`src/rtl/noc_pkt_pkg.sv`:
```
// rtl/noc_pkt_pkg.sv - flit geometry helpers, header bit offsets and FSM type for NoC packetizing
package noc_pkt_pkg;

    // Header bit offsets, counted down from the flit MSB
    localparam int VALID_BIT = 0;
    localparam int HEAD_BIT  = 1;
    localparam int TAIL_BIT  = 2;
    localparam int HDR_BITS  = 3;

    typedef enum logic {IDLE, SEND} pkt_state_t;

    function automatic int head_pay(input int flit_w, input int addr_w, input int vc_w);
        return flit_w - HDR_BITS - vc_w - addr_w;
    endfunction

    function automatic int body_pay(input int flit_w, input int vc_w);
        return flit_w - HDR_BITS - vc_w;
    endfunction

    function automatic int num_flits(input int w_in, input int flit_w, input int addr_w,
                                     input int vc_w);
        int hp;
        int bp;
        hp = head_pay(flit_w, addr_w, vc_w);
        bp = body_pay(flit_w, vc_w);
        if (w_in <= hp)
            return 1;
        return 1 + (w_in - hp + bp - 1) / bp;
    endfunction

endpackage

```
`src/rtl/flit_slicer.sv`:
```
// rtl/flit_slicer.sv - combinational formatter: word, dest, vc and flit index to one formatted flit
module flit_slicer
    import noc_pkt_pkg::*;
#(
    parameter int WIDTH_IN         = 64,
    parameter int FLIT_WIDTH       = 36,
    parameter int ADDRESS_WIDTH    = 4,
    parameter int VC_ADDRESS_WIDTH = 1,
    parameter int CNT_W            = 2
) (
    input  logic [WIDTH_IN-1:0]         data,
    input  logic [ADDRESS_WIDTH-1:0]    dest,
    input  logic [VC_ADDRESS_WIDTH-1:0] vc,
    input  logic [CNT_W-1:0]            cnt,
    output logic [FLIT_WIDTH-1:0]       flit
);

    localparam int HEAD_PAY  = head_pay(FLIT_WIDTH, ADDRESS_WIDTH, VC_ADDRESS_WIDTH);
    localparam int BODY_PAY  = body_pay(FLIT_WIDTH, VC_ADDRESS_WIDTH);
    localparam int NUM_FLITS = num_flits(WIDTH_IN, FLIT_WIDTH, ADDRESS_WIDTH, VC_ADDRESS_WIDTH);
    // One spare body slot of zeros keeps every slice in range, even for single-flit packets
    localparam int PAD_W     = HEAD_PAY + NUM_FLITS * BODY_PAY;
    localparam int VC_MSB    = FLIT_WIDTH - 1 - HDR_BITS;

    logic [PAD_W-1:0]    padded;
    logic [BODY_PAY-1:0] body;
    int                  shamt;

    always_comb begin
        padded = PAD_W'(data) << (PAD_W - WIDTH_IN);
        shamt  = (cnt == '0) ? 0 : HEAD_PAY + (int'(cnt) - 1) * BODY_PAY;
        body   = BODY_PAY'(padded >> (PAD_W - BODY_PAY - shamt));
        flit   = '0;
        flit[FLIT_WIDTH-1-VALID_BIT] = 1'b1;
        flit[FLIT_WIDTH-1-HEAD_BIT]  = (cnt == '0);
        flit[FLIT_WIDTH-1-TAIL_BIT]  = (int'(cnt) == NUM_FLITS - 1);
        flit[VC_MSB -: VC_ADDRESS_WIDTH] = vc;
        if (cnt == '0)
            flit[VC_MSB-VC_ADDRESS_WIDTH -: BODY_PAY] = {dest, padded[PAD_W-1 -: HEAD_PAY]};
        else
            flit[VC_MSB-VC_ADDRESS_WIDTH -: BODY_PAY] = body;
    end

endmodule

```
`src/rtl/packetizer_serial.sv`:
```
// rtl/packetizer_serial.sv - serialises one wide word per packet into head/body/tail flits for a narrow NoC link
module packetizer_serial
    import noc_pkt_pkg::*;
#(
    parameter int ADDRESS_WIDTH    = 4,
    parameter int VC_ADDRESS_WIDTH = 1,
    parameter int WIDTH_IN         = 64,
    parameter int FLIT_WIDTH       = 36,
    parameter int VC_FROM_PORT     = 0,
    parameter int ASSIGNED_VC      = 0
) (
    input  logic                        clk,
    input  logic                        rst,
    input  logic [WIDTH_IN-1:0]         i_data_in,
    input  logic [ADDRESS_WIDTH-1:0]    i_dest_in,
    input  logic [VC_ADDRESS_WIDTH-1:0] i_vc_in,
    input  logic                        i_valid_in,
    output logic                        i_ready_out,
    output logic [FLIT_WIDTH-1:0]       o_data_out,
    output logic                        o_valid_out,
    input  logic                        o_ready_in
);

    localparam int NUM_FLITS = num_flits(WIDTH_IN, FLIT_WIDTH, ADDRESS_WIDTH, VC_ADDRESS_WIDTH);
    localparam int CNT_W     = $clog2(NUM_FLITS + 1);
    localparam logic [CNT_W-1:0] LAST_CNT = CNT_W'(NUM_FLITS - 1);

    pkt_state_t                  state, state_next;
    logic [CNT_W-1:0]            cnt, cnt_next;
    logic [WIDTH_IN-1:0]         hold_data;
    logic [ADDRESS_WIDTH-1:0]    hold_dest;
    logic [VC_ADDRESS_WIDTH-1:0] hold_vc, in_vc;
    logic                        accept, load_flit, last_flit;
    logic [FLIT_WIDTH-1:0]       slice_flit;

    assign in_vc     = (VC_FROM_PORT != 0) ? i_vc_in : VC_ADDRESS_WIDTH'(ASSIGNED_VC);
    assign last_flit = (cnt == LAST_CNT);

    always_comb begin
        state_next  = state;
        cnt_next    = cnt;
        i_ready_out = 1'b0;
        load_flit   = 1'b0;
        case (state)
            IDLE: i_ready_out = 1'b1;
            SEND: begin
                if (o_ready_in) begin
                    if (!last_flit) begin
                        cnt_next  = cnt + 1'b1;
                        load_flit = 1'b1;
                    end else begin
                        i_ready_out = 1'b1;
                        state_next  = IDLE;
                    end
                end
            end
        endcase
        accept = i_valid_in & i_ready_out;
        // A word taken during the tail flit starts the next packet without a bubble
        if (accept) begin
            state_next = SEND;
            cnt_next   = '0;
            load_flit  = 1'b1;
        end
    end

    // New words are sliced straight from the inputs so the head flit appears one cycle after accept
    flit_slicer #(
        .WIDTH_IN         (WIDTH_IN),
        .FLIT_WIDTH       (FLIT_WIDTH),
        .ADDRESS_WIDTH    (ADDRESS_WIDTH),
        .VC_ADDRESS_WIDTH (VC_ADDRESS_WIDTH),
        .CNT_W            (CNT_W)
    ) u_slicer (
        .data (accept ? i_data_in : hold_data),
        .dest (accept ? i_dest_in : hold_dest),
        .vc   (accept ? in_vc     : hold_vc),
        .cnt  (cnt_next),
        .flit (slice_flit)
    );

    always_ff @(posedge clk or posedge rst) begin
        if (rst)
            state <= IDLE;
        else
            state <= state_next;
    end

    always_ff @(posedge clk or posedge rst) begin
        if (rst) begin
            cnt         <= '0;
            hold_data   <= '0;
            hold_dest   <= '0;
            hold_vc     <= '0;
            o_data_out  <= '0;
            o_valid_out <= 1'b0;
        end else begin
            cnt         <= cnt_next;
            o_valid_out <= (state_next == SEND);
            if (accept) begin
                hold_data <= i_data_in;
                hold_dest <= i_dest_in;
                hold_vc   <= in_vc;
            end
            if (load_flit)
                o_data_out <= slice_flit;
        end
    end

endmodule

```
`config.mk`:
```
export PLATFORM = sky130hd
export DESIGN_NAME = packetizer_serial
export DESIGN_NICKNAME = d
export VERILOG_FILES = /design/src/rtl/noc_pkt_pkg.sv /design/src/rtl/flit_slicer.sv /design/src/rtl/packetizer_serial.sv
export SDC_FILE = /design/constraint.sdc
export NUM_CORES = 1
export LEC_CHECK = 0
export BUFFER_PORTS_ARGS = -buffer_cell sky130_fd_sc_hd__buf_2
export CORE_ASPECT_RATIO = 0.5
export CORE_UTILIZATION = 53
export CTS_CLUSTER_DIAMETER = 30
export DETAILED_ROUTE_END_ITERATION = 7
export PLACE_DENSITY = 0.8
export SLEW_MARGIN = 30
export SYNTH_ARGS = -nofsm -noshare
export SYNTH_HDL_FRONTEND = slang
export SYNTH_SLANG_ARGS = --single-unit
```
`constraint.sdc`:
```
create_clock -name clk -period 4.3 [get_ports clk]
set_input_delay 0.86 -clock clk [delete_from_list [all_inputs] [get_ports clk]]
set_output_delay 0.86 -clock clk [all_outputs]
set_load 0.05 [all_outputs]
```
==> run metrics <==
input/output buffers 109; period utilization 0.5504; clk_lat worst skew 0.34 ns; largest net degree at the start of global routing 60; total power 4.413 mW; Initial DRC Count 145; Mapped Area 0.004538 mm2; H-tree levels 3; CP endpoint kind flip-flop; post-synth cell types 35; sequential area share after synthesis 0.5955; Worst-Margin Slew 0.7150 ns; Ys Warns 0; share of post-route cells with drive strength above 1 0.3621; Synth top area share 0.5955; EDFF count, synth 0; IO Count 111; Worst setup SP type flip-flop; Pre-antenna DRT Iters 4; number of remaining DRC errors 0; CTS Buf Count 9; GRT overflow 0; fmax 422.5 MHz; Hold Crit Class reg2reg; final hold vios 0; WP data required 4.53 ns; Mean Syn Cell Area 12.61 um2; critical-path maximum fanout 39; max cap viols 0; P_leak 3.108 nW; clock network fraction of total power 0.205; Initial Util 0.5572; leading area contributor after synthesis dfrtp_1; RSZ-0062 raised after global routing no; Slew Viols, Final 0; Gate power share 0.419; cell-internal power 2.631 mW; detailed-placement wirelength estimate 5.887 mm; vias in the first global route 2,911; switch share 0.4037; syn_nets 435; Die ar. 0.008959 mm2; Tot GR Track Use 0.2112; min cycle time layout 2.367 ns; Setup Buffers After CTS 0; Rows 23; DRT Wirelength 8.863 mm; status finished, final reports clean; setup TNS 0 ns; Max VDD drop 444.5 uV; Finish-stage setup viols 0; # fillers 611; Synth area leaders dfrtp_1 (60%), mux2i_1 (13%), o221ai_2 (5.0%); clk buf depth 2; clk slew on worst S/H paths 0.07 ns; core area 0.008144 mm2; WS Path Type reg2reg; clk sink count 108; chip width 132.9 um; Antenna diodes 0; Yosys reg bits 108; nets 545; Die Ht 67.43 um; CTS tree yes; WP data arrival 2.60 ns; top_reg_cell synth dfrtp_1; first-pass GRT wire length 14.36 mm; vias after detailed routing 2,972; Area Growth Syn to Fin 21.40%; Clock Skew 0.009207 ns; initial antenna violation count 0; Gate Count Post-Synth 360; Post-synth ARST share 1.000; PD cells 801.0 mW/mm2; Via-to-Cell Ratio 5.063; Worst slew margin 0.5233; Psw 1.781 mW; sequential share of power 0.376; post_cts resized 0; Final ANT Viol Nets 0; WL per Instance 15.10 um; GP Congestion 0.7672; CTS root buf clkbuf_16; CTS Hold Bufs 0
power by group through the flow:
stage / Clock, mW / Sequential [mW] / Combinational, mW
finish: 0.907 / 1.66 / 1.85
global route: 0.955 / 1.71 / 2.01
CTS: 0.922 / 1.66 / 1.87
detailed placement: 0 / 1.68 / 1.87
global placement: 0 / 1.66 / 1.82
floorplan: 0 / 2.10 / 1.03
metrics by stage:
stage                 util  instance area, um2  instances  setup slack, ns  hold slack (ns)
finish              0.6764                5509        587            1.933           0.4631
global route        0.6764                5509        587            1.788           0.4768
CTS                 0.6764                5509        587            1.919           0.4713
detailed placement  0.6359                5179        571            1.579           0.4532
global placement    0.6359                5179        571            1.593           0.4478
floorplan                -                4538        360           0.5944           0.4503
worst paths after layout:
check	startpoint	end	slack [ns]	cells past startpoint
min in group asynchronous	rst	hold_data[56]	0.63	2
hold reg to reg	o_data_out[35]	o_data_out[35]	0.46	1
max in group asynchronous	rst	hold_data[43]	2.85	3
hold / removal	o_data_out[35]	o_data_out[35]	0.46	1
setup / recovery	cnt[0]	o_data_out[30]	1.93	7
setup reg to reg	cnt[0]	o_data_out[30]	1.93	7
final cells by class:
cell class	instances	area, um2	share of cell area
Clock buffer	9	225.2	0.04088
Tap cell	112	140.1	0.02544
Timing Repair Buffer	116	610.6	0.1108
Multi-Input combinational cell	179	1513	0.2746
Inverter	56	212.7	0.03861
Sequential cell	108	2703	0.4906
Clock inverter	7	105.1	0.01908
worst max-delay path, cell delays in order (launching register included):
cell	delay, ns
dfrtp_1	0.36
inv_1	0.07
ha_1	0.24
a21bo_2	0.24
nand2_4	0.48
mux2_2	0.42
a21o_1	0.18
o221a_2	0.26
Yosys cell counts (4+ instances only):
cell and n:
dfrtp_1 108, mux2i_1 58, inv_1 56, nand2_1 38
mux2_2 17, o221ai_2 15, o221ai_1 9, buf_4 5
o21ai_0 5, a21oi_1 4, buf_2 4, buf_6 4
nand2b_1 4
layer usage:
layer | vias to the layer above | wire length [um] | share of wire | GRT usage
met5 | - | 0 | 0 | 0
met2 | 67 | 4265 | 0.48 | 0.3429
met1 | 1453 | 4084 | 0.46 | 0.2844
li1 | 1443 | - | - | -
met3 | 9 | 427 | 0.048 | 0.05631
met4 | 0 | 86 | 0.0097 | 0.06034
layout by cell type (no fill, tap or decap), types with 4 or more instances in the layout:
cell and count:
a21oi_1 4, buf_2 109, buf_4 6, clkbuf_16 9, dfrtp_1 108, inv_1 55, mux2_2 17, mux2i_1 58
nand2_1 38, nand2b_1 4, o21ai_0 5, o221ai_1 9, o221ai_2 15
kinds of logic (layout without fill, tap and decap cells):
family,after synthesis,in the layout,synth area share
and+or+nand+nor,55,55,0.05432
DFF,108,108,0.5955
buffers and inverters,73,188,0.07224
AOI/OAI and AO/OA,47,47,0.1023
muxes,75,75,0.1701
adders and majority gates,2,2,0.005513
Note: power is estimated with default switching activity, not from simulation.
